--- src/rtl/regfile_dump_tx.sv ---
// -----------------------------------------------------------------------------
// regfile_dump_tx
//
// Debug reader for the CPU register file. On a start pulse it walks register
// indices 0..31 through one register-file read port and serialises every
// 32-bit value over a UART 8N1 transmit line. A header byte goes first, then
// each register as four bytes, most significant byte first. Every register is
// sampled in its own one-cycle LOAD slot, so the core keeps running and
// writes to not-yet-visited registers show up in the frame.
//
// Parameters
//   CLKS_PER_BIT  clk cycles per UART bit (legal minimum 2)
//   HEADER_BYTE   sync byte sent ahead of the register data
//
// Ports
//   clk      in   system clock
//   reset    in   asynchronous, active-high reset
//   start    in   one-cycle dump request, honoured only while idle
//   rd_addr  out  [4:0]  register index for the register-file read port
//   rd_data  in   [31:0] combinational read data for rd_addr
//   tx       out  UART serial output, idle high
//   busy     out  high while a dump frame is in progress
//   done     out  one-cycle pulse after the final stop bit
// -----------------------------------------------------------------------------
module regfile_dump_tx #(
    parameter int unsigned CLKS_PER_BIT = 868,
    parameter logic [7:0]  HEADER_BYTE  = 8'hA5
) (
    input  logic        clk,
    input  logic        reset,
    input  logic        start,
    output logic [4:0]  rd_addr,
    input  logic [31:0] rd_data,
    output logic        tx,
    output logic        busy,
    output logic        done
);

    localparam int unsigned BAUD_W = (CLKS_PER_BIT > 1) ? $clog2(CLKS_PER_BIT) : 1;
    localparam logic [BAUD_W-1:0] BAUD_LAST = BAUD_W'(CLKS_PER_BIT - 1);

    // Bit slot index on the line: 0 = start, 1..8 = data, 9 = stop.
    localparam logic [3:0] BIT_STOP = 4'd9;
    localparam logic [4:0] IDX_LAST = 5'd31;

    // Top-level states.
    localparam logic [2:0] S_IDLE = 3'd0;
    localparam logic [2:0] S_HDR  = 3'd1;
    localparam logic [2:0] S_LOAD = 3'd2;
    localparam logic [2:0] S_SEND = 3'd3;
    localparam logic [2:0] S_FIN  = 3'd4;

    logic [2:0]        state_q,    state_d;
    logic [BAUD_W-1:0] baud_q,     baud_d;
    logic [3:0]        bit_q,      bit_d;
    logic [9:0]        shift_q,    shift_d;     // {stop, data[7:0], start}, LSB on the line
    logic [31:0]       word_q,     word_d;
    logic [1:0]        byte_sel_q, byte_sel_d;
    logic [4:0]        idx_q,      idx_d;
    logic              busy_q,     busy_d;
    logic              done_q,     done_d;

    logic baud_tick;
    logic byte_end;

    // Wrap a data byte in its start and stop bits, ready to shift out LSB first.
    function automatic logic [9:0] frame_byte(input logic [7:0] b);
        return {1'b1, b, 1'b0};
    endfunction

    // Byte sel of a word: sel 3 is bits [31:24], sel 0 is bits [7:0].
    function automatic logic [7:0] pick_byte(input logic [31:0] w, input logic [1:0] sel);
        return w[{sel, 3'b000} +: 8];
    endfunction

    assign baud_tick = (baud_q == BAUD_LAST);
    assign byte_end  = baud_tick && (bit_q == BIT_STOP);

    always_comb begin
        // NOTE: every variable gets its hold value first, so no path through
        // the case statement can leave one unassigned and infer a latch.
        state_d    = state_q;
        baud_d     = baud_q;
        bit_d      = bit_q;
        shift_d    = shift_q;
        word_d     = word_q;
        byte_sel_d = byte_sel_q;
        idx_d      = idx_q;
        busy_d     = busy_q;
        done_d     = 1'b0;

        case (state_q)
            S_IDLE: begin
                if (start) begin
                    state_d = S_HDR;
                    busy_d  = 1'b1;
                    idx_d   = 5'd0;
                    baud_d  = '0;
                    bit_d   = 4'd0;
                    shift_d = frame_byte(HEADER_BYTE);
                end
            end

            S_HDR, S_SEND: begin
                if (!baud_tick) begin
                    baud_d = baud_q + 1'b1;
                end else begin
                    baud_d = '0;
                    if (!byte_end) begin
                        bit_d   = bit_q + 4'd1;
                        shift_d = {1'b1, shift_q[9:1]};
                    end else begin
                        bit_d = 4'd0;
                        if (state_q == S_HDR) begin
                            state_d = S_LOAD;
                            shift_d = '1;
                        end else if (byte_sel_q != 2'd0) begin
                            // Next byte of the same word follows with no gap.
                            byte_sel_d = byte_sel_q - 2'd1;
                            shift_d    = frame_byte(pick_byte(word_q, byte_sel_q - 2'd1));
                        end else if (idx_q != IDX_LAST) begin
                            idx_d   = idx_q + 5'd1;
                            state_d = S_LOAD;
                            shift_d = '1;
                        end else begin
                            // busy drops as done rises, so the two never overlap.
                            state_d = S_FIN;
                            busy_d  = 1'b0;
                            done_d  = 1'b1;
                            shift_d = '1;
                        end
                    end
                end
            end

            S_LOAD: begin
                // rd_addr already shows idx_q; sample the register now and
                // start its MSB byte on the next cycle.
                word_d     = rd_data;
                byte_sel_d = 2'd3;
                shift_d    = frame_byte(rd_data[31:24]);
                baud_d     = '0;
                bit_d      = 4'd0;
                state_d    = S_SEND;
            end

            S_FIN: begin
                state_d = S_IDLE;
            end

            default: begin
                state_d = S_IDLE;
                busy_d  = 1'b0;
                shift_d = '1;
            end
        endcase
    end

    always_ff @(posedge clk or posedge reset) begin
        if (reset) begin
            state_q    <= S_IDLE;
            baud_q     <= '0;
            bit_q      <= 4'd0;
            shift_q    <= '1;      // line idles high the moment reset asserts
            word_q     <= '0;
            byte_sel_q <= 2'd0;
            idx_q      <= 5'd0;
            busy_q     <= 1'b0;
            done_q     <= 1'b0;
        end else begin
            // NOTE: non-blocking updates make every register see the
            // pre-edge values, independent of statement order.
            state_q    <= state_d;
            baud_q     <= baud_d;
            bit_q      <= bit_d;
            shift_q    <= shift_d;
            word_q     <= word_d;
            byte_sel_q <= byte_sel_d;
            idx_q      <= idx_d;
            busy_q     <= busy_d;
            done_q     <= done_d;
        end
    end

    // All outputs come straight from flops: glitch-free on the serial line.
    assign tx      = shift_q[0];
    assign busy    = busy_q;
    assign done    = done_q;
    assign rd_addr = idx_q;

endmodule
--- config.mk ---
export PLATFORM = sky130hd
export DESIGN_NAME = regfile_dump_tx
export DESIGN_NICKNAME = d
export VERILOG_FILES = /design/src/rtl/regfile_dump_tx.sv
export SDC_FILE = /design/constraint.sdc
export NUM_CORES = 1
export LEC_CHECK = 0
export ABC_AREA = 1
export BUFFER_PORTS_ARGS = -buffer_cell sky130_fd_sc_hd__buf_2
export CORE_UTILIZATION = 35
export DETAILED_ROUTE_END_ITERATION = 8
export SLEW_MARGIN = 0
export SYNTH_ARGS = -nofsm -noshare
export SYNTH_HDL_FRONTEND = slang
export SYNTH_SLANG_ARGS = --single-unit
--- constraint.sdc ---
create_clock -name clk -period 2.05 [get_ports clk]
set_input_delay 0.1025 -clock clk [delete_from_list [all_inputs] [get_ports clk]]
set_output_delay 0.1025 -clock clk [all_outputs]
set_load 0.05 [all_outputs]
### After elaboration in Yosys (flattened, before gate mapping)

Index checks and enable logic that the tools add are counted.

* magnitude comparators: 0
* equal/unequal tests: 16
* shifts and indexed selects: 1
* mux-type cells: 45
* add/subtract/negate cells: 4
* div/mod/pow operators: 0
* $mul: 0
* reduce and logical (&&, ||, !) cells: 15
* bitwise gates (word level): 2

Operators with widths (count)
* 2-to-1 mux 10 bit: 4
* case mux 10 bit (4 select lines): 1
* indexed part select 32 x 6 -> 8 bit: 1
* 2-to-1 mux 5 bit: 6
* case mux 10 bit (3 select lines): 1
* 2-to-1 mux 9 bit: 3
* 2-to-1 mux 3 bit: 6
* != test 2 bit (second input constant): 8
* AND reduction 7 bit: 2
* 2-to-1 mux 1 bit: 12
* 2-to-1 mux 4 bit: 3
* case mux 4 bit (3 select lines): 1
* adder 10 x 1 -> 10 bit (second input constant): 1
* equality test 10 bit (second input constant): 1
* case mux 5 bit (2 select lines): 1
* case mux 3 bit (3 select lines): 1
* 2-to-1 mux 2 bit: 4
* equality test 3 x 2 -> 1 bit (second input constant): 2
* AND reduction 3 bit: 2
* nonzero test 2 bit: 3
* adder 5 x 1 -> 5 bit (second input constant): 1
* != test 5 bit (second input constant): 1
* AND reduction 5 bit: 1
* adder 4 x 1 -> 4 bit (second input constant): 1
* 14 further kinds: 16

* word-level logic and storage cells: 92
* input port bits: 35
* latch bits: 0
* ROM bits: 0
* output and inout port bits: 8
* memories: 0
* RAM bits: 0
* bits in registers: 68

### Depth between registers and ports, before layout

Gate-level depths: netlist of the first run.

* depth in word-level cells: 7
* depth in mapped cells: 12
* mapped depth without buffers: 10

### Worst setup path before layout of the first run

No wires, ideal clock.

* path kind: register to register
* start: reg idx_q[0] (netlist: rd_addr[0])
* end: reg idx_q[0] (netlist: rd_addr[0])
* library setup time: 0.127 ns
* arrival time: 1.852 ns
* cell stages (with the launch flop): 10
* clock period less this slack: 1.980 ns
* data required time: 1.923 ns
* buffers on the path: 0
* slack: 0.070 ns
* cells stage by stage: dfrtp_1 > ha_1 > nand2_1 > nor2_1 > ha_1 > or2_4 > a21oi_2 > nand3_2 > nand2_1 > o21ai_0

* cells in the longest elaborated chain, start to end: 7
* elaborated cells between the ends (all ways): 10
* those cells by class: add/sub (1); eq/ne (2); mux (6); reduce/logical (1)

RTL lines
* start: declaration: line 59 `logic [4:0] idx_q, idx_d;`
* start signal: assignment: line 179 `idx_q <= idx_d;`
* adder 5 x 1 -> 5 bit: line 122 `idx_d = idx_q + 5'd1;`
* 2-to-1 mux 5 bit: line 121 `end else if (idx_q != IDX_LAST) begin`
* 2-to-1 mux 5 bit: line 117 `end else if (byte_sel_q != 2'd0) begin`
* 2-to-1 mux 5 bit: line 114 `if (state_q == S_HDR) begin`
* 2-to-1 mux 5 bit: line 109 `if (!byte_end) begin`
* 2-to-1 mux 5 bit: line 105 `if (!baud_tick) begin`
* case mux 5 bit (2 select lines): line 92 `case (state_q)`

Several ways; a longest one is shown, not always the timed one. The select of a mux whose other input is x is not followed.
A chain may end at the register's enable or synchronous reset.

### Worst setup path in the final report of the first run

* start: reg idx_q[0] (netlist: rd_addr[0])
* end: reg idx_q[2] (netlist: rd_addr[2])

Same word-level chain as after synthesis.

==> metrics, run 1 <==
status finished clean; Final Skew roughly 9.9 ps; TritonRoute pass-1 iters 8; ANT cells 0; placed cell count 655; FF+latch count, synth between 60 and 70; average wire per standard cell between 10 and 15 um; std cell rows 36; first-pass GRT wire length around 14000 um; Setup Slack @ Placement approximately 190 ps; syn_nets 530; area of the multi-input gates ~0.0016 mm2; Post-synth top flop dfrtp_1; Max stage delay on crit path 440 ps; Via density 4.67; PnR worst setup slack around 170 ps; clock insertion delay at the later pin of the skew report between 300 and 400 ps; Starting Density approximately 36%; CTS Root Cell clkbuf_8; Die X 103 um; # nets final between 600 and 700; Final HPWL DP between 5000 and 6000 um; total I/O pin count 43; initial antenna violation count 0; WP buf/inv 0; number of max-cap violations 0; critical path's top delay family simple AND/OR/NAND/NOR gates; total number of vias 3286; Cell Chain, Critical Path ha_1 -> nand2_1 -> nor2_1 -> ha_1 -> or2_4 -> a21oi_2 -> nand3_2 -> o21ai_0; Die ar. between 0.01 and 0.015 mm2; max-slew violations 0; asr flop ratio synth 100%; number of synthesized flops with an enable pin 0; Cell Area, Synth 0.00358 mm2; Worst Hold End word_q[30]; CP Launch Type register; Min-Delay Path Class primary input to register; post-synth top area share 40.5%; most frequent CP cell ha_1; fin crit share between 90% and 100%; Hold Path Origin rd_data[30]; Synth area leader dfrtp_1; largest net degree at the start of global routing 52; Worst Path Required about 2300 ps; core region area around 0.01 mm2; Sum Neg Setup Slack 0 ps; Setup crit end kind register; flop2flop setup slack between 150 and 200 ps; leak pwr 2.32 nW; drt drc 0; critical path peak fanout 10; Post-Layout Cell Count 703; die outline height between 100 and 150 um; FMAX 532 MHz; Syn. warnings 0; routability cong. 0.868; Total Wirelength 8270 um; CP Class register to register; Tightest Pin Transition 512 ps; synth top area cells dfrtp_1, nand2_1, inv_1; share of cells above drive strength 1 16.3%; Area Overhead vs Synth 25.3%; number of fill cells in the layout between 1k and 1.5k; CTS buffer count 9; number of global-route vias before repair between 3k and 4k; reg-to-reg endpoint rd_addr[2]; total power roughly 2.6 mW; Max-Slew Margin vs Limit between 60% and 70%; VDD IR max 266 uV; Seq/Total Area, Yosys roughly 47%; WP data arrival about 2100 ps; final hold violations 0; total grt overflow 0; minimum clock period about 1900 ps; clk buf depth 2; final core utilization a little under half; CTS H-Tree Depth 3; Synth Instances ~490; Hold Crit Depth 3; mean post-synth cell area roughly 7.3 um2; final antenna-violating net count 0; # clock sinks 67; gr usage total roughly 17%; Final setup viols 0; CP max stage cell dfrtp_1; power per cell area just under 600 mW/mm2; RSZ-0062 raised after global routing no; R2R cell count 8; drt initial violations about 180; clock transition at the registers of the reported paths ~80 ps; register area around 0.0017 mm2; CTS tree done; origin of the critical flop-to-flop path rd_addr[0]; PortBufs 42; Cell variety after synth 33
final cells by class:
cell class	instances	area share, %
clock buffers	10	3.06
multi-input cells	336	34.8
repair buffers	79	13.1
clock inverters	6	1.59
inverters	72	6.10
well taps	133	3.70
flip-flops and latches	67	37.6
state kept, by name, summed over array words and instances (netlist names):
| name | cells |
|---|---|
| rd_addr | 5 |
| busy | 1 |
| shift_q | 9 |
| state_q | 3 |
| word_q | 32 |
| baud_q | 10 |
| bit_q | 4 |
| byte_sel_q | 2 |
| done | 1 |
cell families (layout without fill, tap and decap cells):
| group | after synthesis | after routing | share of synthesized area [%] |
|---|---|---|---|
| simple gates | 266 | 266 | 31.8 |
| xor+xnor | 1 | 1 | 0.244 |
| fa+ha+maj | 6 | 6 | 2.09 |
| flops | 67 | 67 | 47.1 |
| buf+inv | 86 | 167 | 9.39 |
| compound gates | 63 | 63 | 9.36 |
worst max path at each step:
stage,startpoint,endpoint,slack (ps),cells after the start
after floorplan,rd_addr[0],rd_addr[0],70,9
after global placement,rd_addr[0],rd_addr[0],230,9
after detailed placement,rd_addr[0],rd_addr[2],190,9
after CTS,rd_addr[0],rd_addr[2],170,8
after global routing,rd_addr[0],rd_addr[2],20,9
final,rd_addr[0],rd_addr[2],170,8
synthesized netlist by cell type, types with 2 or more instances:
| cell type | instances |
|---|---|
| o21ai_0 | 38 |
| nand2_2 | 2 |
| o211ai_1 | 2 |
| dfstp_2 | 9 |
| nor2_1 | 46 |
| nor3_1 | 9 |
| or2_2 | 2 |
| inv_2 | 5 |
| dfrtp_1 | 58 |
| nand4_1 | 5 |
| nand3_2 | 2 |
| nor2_4 | 2 |
| nand3_1 | 31 |
| clkbuf_1 | 5 |
| nand2_1 | 161 |
| buf_2 | 8 |
| a21oi_1 | 13 |
| ha_1 | 6 |
| o21ai_1 | 5 |
| inv_1 | 67 |
repair_timing:
| item | CTS | global route |
|---|---|---|
| endpoints found under the setup margin | 0 | 3 |
| setup buffers | 0 | 1 |
| hold buffers | 31 | 0 |
| resized for setup | 0 | 2 |
| endpoints found under the hold margin | 48 | 0 |
power breakdown:
part,switching (mW),total (mW),internal [mW]
sequential,0.00242,1.33,1.32
combinational,0.0439,0.110,0.0664
clock,0.554,1.16,0.607
cell usage in the layout, fill, tap and decap left out, drive strengths merged, types with 3 or more instances in the layout:
| master | n |
|---|---|
| clkbuf | 10 |
| inv | 74 |
| ha | 6 |
| nand3 | 33 |
| nand4 | 5 |
| clkinvlp | 3 |
| buf | 48 |
| dfstp | 9 |
| nor2 | 49 |
| nand2 | 163 |
| o21ai | 43 |
| or2 | 3 |
| dfrtp | 58 |
| a21oi | 14 |
| nor3 | 10 |
| dlygate4sd3 | 31 |
worst reg2reg max path, stage by stage, from the launching register on:
cell     delay, ps
dfrtp_1        440
ha_1           230
nand2_1         80
nor2_1          50
ha_1           190
or2_4          260
a21oi_2        130
nand3_2        180
o21ai_0        240
per-stage QoR:
stage | area (um2) | hold slack (ps)
after global placement | 3960 | 173
after CTS | 4480 | 0.418
final | 4490 | 2.22
after global routing | 4490 | 19.4
after detailed placement | 3960 | 171
after floorplan | 3580 | 219
layer usage:
metal	vias to the layer above	GRT usage [%]	part of all wire [%]	wire [um]
met5	-	0	0	0
li1	1683	-	-	-
met1	1532	22.9	49	4020
met3	6	3.09	3.7	304
met2	65	28.5	47	3850
met4	0	6.50	1.1	92
No activity file was read; power rests on OpenSTA's default activity.
==> run 2: changes to the inputs <==
==> constraint.sdc (replaced) <==
create_clock -name clk -period 2.05 [get_ports clk]
set_input_delay 0.205 -clock clk [delete_from_list [all_inputs] [get_ports clk]]
set_output_delay 0.205 -clock clk [all_outputs]
set_load 0.05 [all_outputs]
==> run 2 against run 1 <==
  * Maximum frequency increased by 1.6%
  * Sequential share of layout area increased by 2.6 points
  * Critical path depth increased by 1
  * Worst hold slack improved by 50 ps
  * Global-route usage decreased by 0.15 points
  * Flip-flop and latch count unchanged
  * Non-clock buffer count decreased by 29
  * Routed wire length decreased by 2.7%
  * Sequential power about the same
  * First-iteration DRC count increased by 16%
  * Final cell count decreased by 4.0%
==> metrics, run 2 (synthesis results as in run 1) <==
Worst Path Required 2280 ps (-30 ps); minimum clock period 1850 ps (-29.1 ps); WP data arrival 2080 ps (-60 ps); gr usage total 17.2% (-0.15 points); max-slew violations 0 (unchanged); average wire per standard cell 11.9 um (+1.3%); power per cell area 600 mW/mm2 (+3.8%); total grt overflow 0 (unchanged); Starting Density 36.3% (unchanged); Post-Layout Inst Area 0.00421 mm2 (-6.4%); largest net degree at the start of global routing 68 (+31%); placed cell count 655 (unchanged); most frequent cells in the layout nand2_1, inv_1, dfrtp_1; std cell rows 36 (unchanged); biggest regs word_q: 32 flops, baud_q: 10 flops, shift_q: 9 flops; Tightest Pin Transition 353 ps (-159 ps); Via density 4.60 (-1.6%); final antenna-violating net count 0 (unchanged); number of fill cells in the layout 1016 (+0.99%); clk buf depth 2 (unchanged); Area Overhead vs Synth 17.4%; Die X 103 um (unchanged); leak pwr 2.19 nW (-5.3%); routability cong. 0.860 (-0.98%); CTS Root Cell clkbuf_8; Die ar. 0.0106 mm2 (unchanged); number of max-cap violations 0 (unchanged); FMAX 540 MHz (+1.6%); Final Skew 10.5 ps (+0.578 ps); Total Wirelength 8050 um (-2.7%); Final HPWL DP 5680 um (-1.8%); critical path peak fanout 10 (unchanged); Final setup viols 0 (unchanged); max reg flops 32 (unchanged); clock transition at the registers of the reported paths 70 ps (about the same); CTS buffer count 9 (unchanged); Biggest register word_q; ANT cells 0 (unchanged); drt drc 0 (unchanged); Placed Area 0.00396 mm2 (unchanged); core region area 0.00986 mm2 (unchanged); # nets final 578 (-4.6%); status finished clean; # clock sinks 67 (unchanged); fin crit share 90.3% (-1.4 points); Min-Delay Path Class primary input to register; TritonRoute pass-1 iters 4 (-4); CTS H-Tree Depth 3 (unchanged); total number of vias 3104 (-5.5%); Post-Layout Cell Count 675 (-4.0%); CP Launch Type register; PortBufs 42 (unchanged); number of global-route vias before repair 3145 (-3.4%); CTS tree done; die outline height 103 um (unchanged); Sum Neg Setup Slack 0 ps (unchanged); RSZ-0062 raised after global routing no; share of cells above drive strength 1 17.5% (+1.2 points); Hold Crit Depth 3 (unchanged); clock insertion delay at the later pin of the skew report 350 ps (about the same); VDD IR max 299 uV (+12%); initial antenna violation count 0 (unchanged); R2R cell count 9 (+1); CP Class register to register; Max-Slew Margin vs Limit 76.5% (+11 points); final hold violations 0 (unchanged); Setup crit end kind register; total I/O pin count 43 (unchanged); drt initial violations 203 (+16%); leading cell type in the layout, fill and taps excluded nand2_1; first-pass GRT wire length 14000 um (-1.6%)
==> run 2: final cells by class <==
type / instances / area [um2] / area share [%]
Sequential cell: 67 / 1690 / 40.1
Clock inverter: 3 / 46.3 / 1.10
Tap cell: 133 / 166 / 3.96
Timing Repair Buffer: 50 / 298 / 7.08
Timing Repair inverter: 1 / 5.00 / 0.119
Clock buffer: 13 / 159 / 3.78
Inverter: 72 / 274 / 6.52
Multi-Input combinational cell: 336 / 1570 / 37.3
==> run 2: through the flow <==
stage	util (%)	hold slack [ps]	total power, mW	setup WS [ps]
finish	42.6	52.5	2.52	198
floorplan	-	322	1.37	70.4
detailed placement	40.1	306	1.42	174
global placement	40.1	307	1.42	225
CTS	42.3	38.7	2.56	160
global route	42.6	38.0	2.63	10.7
==> run 2: worst max-delay path: stages (launching register included) <==
cell and delay (ps):
dfrtp_1 430, ha_1 220, nand2_1 80, nor2_1 50, ha_1 190, or2_4 270
a21oi_2 130, nand3_2 180, nand2_1 100, o21ai_0 80
==> run 2: per-layer routing <==
metal / up-vias / share of wire (%) / GRT usage, %
met4: 0 / 1.3 / 6.83
met2: 52 / 46 / 27.0
met5: - / 0 / 0
met3: 6 / 3.9 / 3.43
met1: 1425 / 49 / 23.3
li1: 1621 / - / -
==> run 2: what timing repair did <==
action | CTS | global route
endpoints found under the hold margin | 58 | 0
endpoints found under the setup margin | 0 | 5
hold buffers | 1 | 0
resized for setup | 0 | 4
setup buffers | 0 | 2
==> run 2: where the power goes <==
part | leakage [nW] | switching, mW | internal (mW)
clock network | 0.0998 | 0.501 | 0.632
registers | 0.697 | 0.00237 | 1.32
logic | 1.40 | 0.0363 | 0.0294
total | 2.19 | 0.540 | 1.99
==> run 2: worst paths after layout <==
kind / start / end / slack [ps]
min in group asynchronous: reset / word_q[1] / 460
worst max register to register: rd_addr[0] / rd_addr[0] / 200
worst min register to register: word_q[24] / word_q[24] / 480
max in group asynchronous: reset / shift_q[1] / 1260
worst min-delay path: rd_data[16] / word_q[16] / 50
worst max-delay path: rd_addr[0] / rd_addr[0] / 200
